<file path="src/rtl/axis_pkt_sched.sv">
// axis_pkt_sched: AXI-Stream packet scheduler.
// Emits pkt_count packets of trans_size beats each, separated by gap idle
// cycles. It drives the stream handshake, TLAST and TID, and pulses gen_en
// once per accepted beat so an external data generator stays in step.
// An abort stops the run at the next packet boundary and never mid-packet.
module axis_pkt_sched #(
  parameter int LEN_W = 16,
  parameter int CNT_W = 16
) (
  input  logic             ACLK,
  input  logic             RST,
  input  logic             start,
  input  logic             abort,
  input  logic [LEN_W-1:0] trans_size,
  input  logic [CNT_W-1:0] pkt_count,
  input  logic [7:0]       gap,
  input  logic             TREADY,
  output logic             TVALID,
  output logic             TLAST,
  output logic [7:0]       TID,
  output logic             gen_en,
  output logic             busy,
  output logic             done
);

  typedef enum logic [1:0] {
    ST_IDLE = 2'd0,
    ST_SEND = 2'd1,
    ST_GAP  = 2'd2,
    ST_DONE = 2'd3
  } state_t;

  localparam logic [LEN_W-1:0] LEN_ONE = {{(LEN_W-1){1'b0}}, 1'b1};
  localparam logic [CNT_W-1:0] CNT_ONE = {{(CNT_W-1){1'b0}}, 1'b1};

  state_t           state_r, state_nxt_s;
  logic [LEN_W-1:0] size_r, size_nxt_s;
  logic [CNT_W-1:0] npkt_r, npkt_nxt_s;
  logic [7:0]       gap_len_r, gap_len_nxt_s;
  logic [LEN_W-1:0] beat_cnt_r, beat_nxt_s;
  logic [CNT_W-1:0] pkt_cnt_r, pkt_nxt_s;
  logic [7:0]       gap_cnt_r, gap_cnt_nxt_s;
  logic             abort_pend_r, abort_nxt_s;
  logic             tvalid_r, tlast_r, busy_r, done_r;
  logic             hs_s;

  // A beat is transferred only when both sides agree.
  assign hs_s   = tvalid_r & TREADY;
  assign gen_en = hs_s;

  assign TVALID = tvalid_r;
  assign TLAST  = tlast_r;
  assign TID    = pkt_cnt_r[7:0];
  assign busy   = busy_r;
  assign done   = done_r;

  // Next-state, counter and latched-parameter logic.
  always_comb begin
    state_nxt_s   = state_r;
    size_nxt_s    = size_r;
    npkt_nxt_s    = npkt_r;
    gap_len_nxt_s = gap_len_r;
    beat_nxt_s    = beat_cnt_r;
    pkt_nxt_s     = pkt_cnt_r;
    gap_cnt_nxt_s = gap_cnt_r;
    // Abort is sticky for the whole run; it is ignored while idle.
    abort_nxt_s   = abort_pend_r | (abort & (state_r != ST_IDLE));

    case (state_r)
      ST_IDLE: begin
        if (start) begin
          size_nxt_s    = trans_size;
          npkt_nxt_s    = pkt_count;
          gap_len_nxt_s = gap;
          beat_nxt_s    = {LEN_W{1'b0}};
          pkt_nxt_s     = {CNT_W{1'b0}};
          gap_cnt_nxt_s = 8'd0;
          if ((trans_size == {LEN_W{1'b0}}) || (pkt_count == {CNT_W{1'b0}})) begin
            state_nxt_s = ST_DONE;
          end else begin
            state_nxt_s = ST_SEND;
          end
        end else begin
          state_nxt_s = ST_IDLE;
        end
      end

      ST_SEND: begin
        if (hs_s) begin
          if (beat_cnt_r == (size_r - LEN_ONE)) begin
            // Packet boundary: the only point where a run may end early.
            beat_nxt_s = {LEN_W{1'b0}};
            pkt_nxt_s  = pkt_cnt_r + CNT_ONE;
            if ((pkt_cnt_r == (npkt_r - CNT_ONE)) || abort_nxt_s) begin
              state_nxt_s = ST_DONE;
            end else if (gap_len_r != 8'd0) begin
              state_nxt_s   = ST_GAP;
              gap_cnt_nxt_s = gap_len_r - 8'd1;
            end else begin
              state_nxt_s = ST_SEND;
            end
          end else begin
            beat_nxt_s = beat_cnt_r + LEN_ONE;
          end
        end else begin
          state_nxt_s = ST_SEND;
        end
      end

      ST_GAP: begin
        if (abort_nxt_s) begin
          state_nxt_s = ST_DONE;
        end else if (gap_cnt_r == 8'd0) begin
          state_nxt_s = ST_SEND;
        end else begin
          gap_cnt_nxt_s = gap_cnt_r - 8'd1;
        end
      end

      ST_DONE: begin
        state_nxt_s = ST_IDLE;
        abort_nxt_s = 1'b0;
      end

      default: begin
        state_nxt_s = ST_IDLE;
        abort_nxt_s = 1'b0;
      end
    endcase
  end

  // State, counters and registered stream/status outputs.
  always_ff @(posedge ACLK or posedge RST) begin
    if (RST) begin
      state_r      <= ST_IDLE;
      size_r       <= {LEN_W{1'b0}};
      npkt_r       <= {CNT_W{1'b0}};
      gap_len_r    <= 8'd0;
      beat_cnt_r   <= {LEN_W{1'b0}};
      pkt_cnt_r    <= {CNT_W{1'b0}};
      gap_cnt_r    <= 8'd0;
      abort_pend_r <= 1'b0;
      tvalid_r     <= 1'b0;
      tlast_r      <= 1'b0;
      busy_r       <= 1'b0;
      done_r       <= 1'b0;
    end else begin
      state_r      <= state_nxt_s;
      size_r       <= size_nxt_s;
      npkt_r       <= npkt_nxt_s;
      gap_len_r    <= gap_len_nxt_s;
      beat_cnt_r   <= beat_nxt_s;
      pkt_cnt_r    <= pkt_nxt_s;
      gap_cnt_r    <= gap_cnt_nxt_s;
      abort_pend_r <= abort_nxt_s;
      tvalid_r     <= (state_nxt_s == ST_SEND);
      tlast_r      <= (state_nxt_s == ST_SEND) && (beat_nxt_s == (size_nxt_s - LEN_ONE));
      busy_r       <= (state_nxt_s != ST_IDLE);
      done_r       <= (state_nxt_s == ST_DONE);
    end
  end

endmodule

</file>
<file path="config.mk">
export PLATFORM = sky130hd
export DESIGN_NAME = axis_pkt_sched
export DESIGN_NICKNAME = d
export VERILOG_FILES = /design/src/rtl/axis_pkt_sched.sv
export SDC_FILE = /design/constraint.sdc
export NUM_CORES = 1
export LEC_CHECK = 0
export CAP_MARGIN = 15
export CORE_UTILIZATION = 64
export CTS_CLUSTER_SIZE = 40
export DETAILED_ROUTE_END_ITERATION = 16
export GPL_TIMING_DRIVEN = 0
export PLACE_DENSITY = 0.87
export SYNTH_ARGS = -nofsm -noshare
export SYNTH_HDL_FRONTEND = slang
export SYNTH_SLANG_ARGS = --single-unit
</file>
<file path="constraint.sdc">
create_clock -name ACLK -period 12.35 [get_ports ACLK]
set_input_delay 1.8525 -clock ACLK [delete_from_list [all_inputs] [get_ports ACLK]]
set_output_delay 1.8525 -clock ACLK [all_outputs]
set_load 0.02 [all_outputs]
</file>
==> key figures <==
Die
  – Die Height: 105.9 µm
  – I/O pin cnt: 58
  – Initial core utilization: 0.6638
  – Area of the die: approximately 0.011 mm²
  – Rows: 37
  – Die Wd: roughly 110 µm
  – Core area: 0.01042 mm²

Timing
  – Final count of negative-setup-slack endpoints: 0
  – Clk_skew: 0.01199 ns
  – Endpoints failing hold: 0
  – Worst slew margin: 0.3539
  – RSZ-0062 raised after global routing: false
  – Worst slew pin tran: about 0.96 ns
  – Final setup TNS: 0 ns
  – Fmax: 137.8 MHz
  – Final Max Tran Viols: 0
  – Crit share post-route: 0.5876
  – Min Clock Period, post-route: 7.257 ns

Run
  – Number of max-cap violations: 0

Synthesis
  – Ys flop type: dfrtp_1
  – Synth async-reset ratio: 1.000
  – #FFs+latches synth: 87
  – Synth Area per Inst: 8.568 µm²
  – Share of the synthesized area in the top cell type: 0.3149
  – Post-synthesis sequential area ratio: 0.3149
  – Area contributors post-synth: dfrtp_1 (31%), mux2_2 (5.5%), xnor2_1 (5.4%)
  – Syn Std Cell Area: between 0.006 and 0.007 mm²
  – EDFF count, synth: 0
  – Yosys Warn Count: 0
  – Mapped Cells: 807
  – Yosys cell types: just under 90
  – Synth Net Count: 862
  – Yosys top cell by area: dfrtp_1

CTS
  – Setup Buffers After CTS: 0
  – CTS tree: built
  – CTS sink count: between 80 and 90
  – Max Buffers Root-to-Sink: 2
  – Hold Buf Count CTS: 0
  – CTS Buf Count: 9
  – CTS resizes: 0
  – CTS HTree Levels: 3
  – Clock-pin slew on the worst setup and hold paths: ~0.10 ns
  – Root Buffer: clkbuf_8
  – Skew-Pair Late Insertion Delay: 0.38 ns

Routing
  – Iteration-0 DRC Markers: 690
  – Number of vias per cell: roughly 7
  – Antenna violation net count after detailed routing: 0
  – Vias: 6931
  – # DRC: 0
  – Drt pass-1 iters: 7
  – Routed wire length: 21370 µm
  – DR WL/cell: 21.02 µm

Cells and area
  – Fill cells: between 700 and 800
  – Layout cell share with drive strength beyond 1: 0.1249
  – Most frequent cells in the layout: dfrtp_1 (87), o21ai_0 (64), nor2_1 (59)
  – Commonest non-fill, non-tap cell in the layout: dfrtp_1
  – Syn-to-layout area delta: 13.95%
  – Diode count: 0
  – Layout net count: 931

Worst setup path
  – Crit Path Class: input port to flop
  – Worst Path Max Fanout: 10
  – Crit end category: flop
  – Crit path largest cell delay: 0.61 ns
  – Reg2Reg Setup Slack: 6.26 ns
  – RR Endpoint: TLAST
  – Cell repeated most along the worst path: buf_1
  – Reg2reg start: state_r[0]
  – Worst path slowest cell: xnor2_1
  – Critical path arrival: 7.52 ns
  – WP data required: 12.62 ns
  – Critical Path, Cell by Cell: clkdlybuf4s50_1 -> buf_2 -> nand2_2 -> buf_4 -> buf_1 -> buf_1 -> mux2i_1 -> ha_1 -> nor2b_1 -> a32oi_2 -> nor2_1 -> xnor2_1 -> o221ai_1 -> or3b_2 -> nor4_1 -> o221a_2 -> nand4_1 -> a2111oi_2
  – FF-to-FF path depth: 20
  – Startpoint type of the worst setup path: input port

Global route
  – First-pass GRT wire length: around 35000 µm
  – Met3 Usage GRT: 0.07174
  – Global Route met1 Usage: 0.4843
  – Busiest grt layer: met2
  – Grt ovf: 0
  – All-Layer GR Usage: 0.3951
  – Initial antenna violation count: 0
  – Vias in the first global route: between 6000 and 7000
  – Largest net degree at the start of global routing: 58
  – Grt met2 use: 0.6695

Pwr
  – Pleak: 3.039 nW
  – Logic pwr share: 0.571
  – P_sw: 805.3 µW
  – Clock Power Share: 0.127
  – Total Power: roughly 1.7 mW
  – Flop pwr share: 0.302
  – Pwr/cell area: 210.0 mW/mm²
  – Sw Share: 0.4868
  – VDD IR max: roughly 130 µV
  – Internal Power: 849.1 µW

Placement
  – Port Buffers: 57
  – Hpwl dp: 15870 µm
  – RD Place Congestion: a little under 1

Min path
  – WHS Path Cells: 1
  – Hold Path Class: flop to flop
  – Hold EP: npkt_r[15]
  – Hold_sp: npkt_r[15]

Status
  – Outcome: finished, final reports clean
how the worst max path moves through the flow:
stage               startpoint     to  cells after the start
CTS                      start  TLAST                     18
finish                   start  TLAST                     18
floorplan                start  TLAST                     17
detailed placement       start  TLAST                     18
global placement         start  TLAST                     18
global route             start  TLAST                     18
layer usage:
metal,vias up,part of all wire
met4,0,0.046
met2,389,0.48
li1,3109,-
met1,3358,0.39
met3,75,0.080
met5,-,0
through the flow:
stage                     setup WS [ns]  std cells  instance area (µm²)  hold WS (ns)    util
after floorplan                   6.484        807                 6914        0.4682       -
after global placement            4.797       1000                 7655        0.4928  0.7349
after detailed placement          4.808       1001                 7685        0.5196  0.7378
after CTS                         5.154       1017                 7879        0.5394  0.7564
after global routing              4.661       1017                 7879        0.5654  0.7564
final                             5.093       1017                 7879        0.5381  0.7564
critical path: cells and delay by family:
kind            cells  cell delay [ns]
compound gates      4             1.28
fa+ha+maj           1             0.26
mux                 1             0.20
xor+xnor            1             0.61
simple gates        6             1.31
buf+inv             5             2.00
Yosys cell counts, types with 25 or more instances:
cell and n:
nand2_1 58, xnor2_1 43, xor2_1 30, mux2_2 34, inv_1 29, clkbuf_1 32
nand4_1 27, nor2_1 59, nor3_1 27, o21ai_0 64, a21oi_1 29, nand3_1 25
dfrtp_1 87
cell families after synthesis:
group	share of synthesized area
AO/OA/AOI/OAI	0.1926
buffers and inverters	0.05754
adder cells (fa/ha/maj)	0.01810
XOR/XNOR	0.09247
flip-flops	0.3149
AND/OR/NAND/NOR	0.2503
multiplexers	0.07419
sequential cells by signal, indices dropped and copies added (netlist names):
name          flops
beat_cnt_r       16
npkt_r           16
pkt_cnt_r        16
size_r           16
gap_cnt_r         8
gap_len_r         8
state_r           2
TLAST             1
TVALID            1
abort_pend_r      1
busy              1
done              1
power by group through the flow:
stage | Sequential (mW) | Clock (mW) | Combinational [mW]
finish | 0.500 | 0.211 | 0.944
global route | 0.509 | 0.221 | 1.01
CTS | 0.494 | 0.209 | 0.918
detailed placement | 0.498 | 0 | 0.908
global placement | 0.488 | 0 | 0.867
floorplan | 0.461 | 0 | 0.672
cell type report:
class                   instances  area (µm²)  area share
plain buffers                  58       289.0     0.03668
repair buffers                 58       598.1     0.07591
inverters                      29       111.4     0.01413
well taps                     136       170.2     0.02160
clock inverters                 7       70.07    0.008893
flip-flops and latches         87        2177      0.2763
multi-input cells             633        4339      0.5507
clock buffers                   9       123.9     0.01572
No activity file was read; power rests on OpenSTA's default activity.
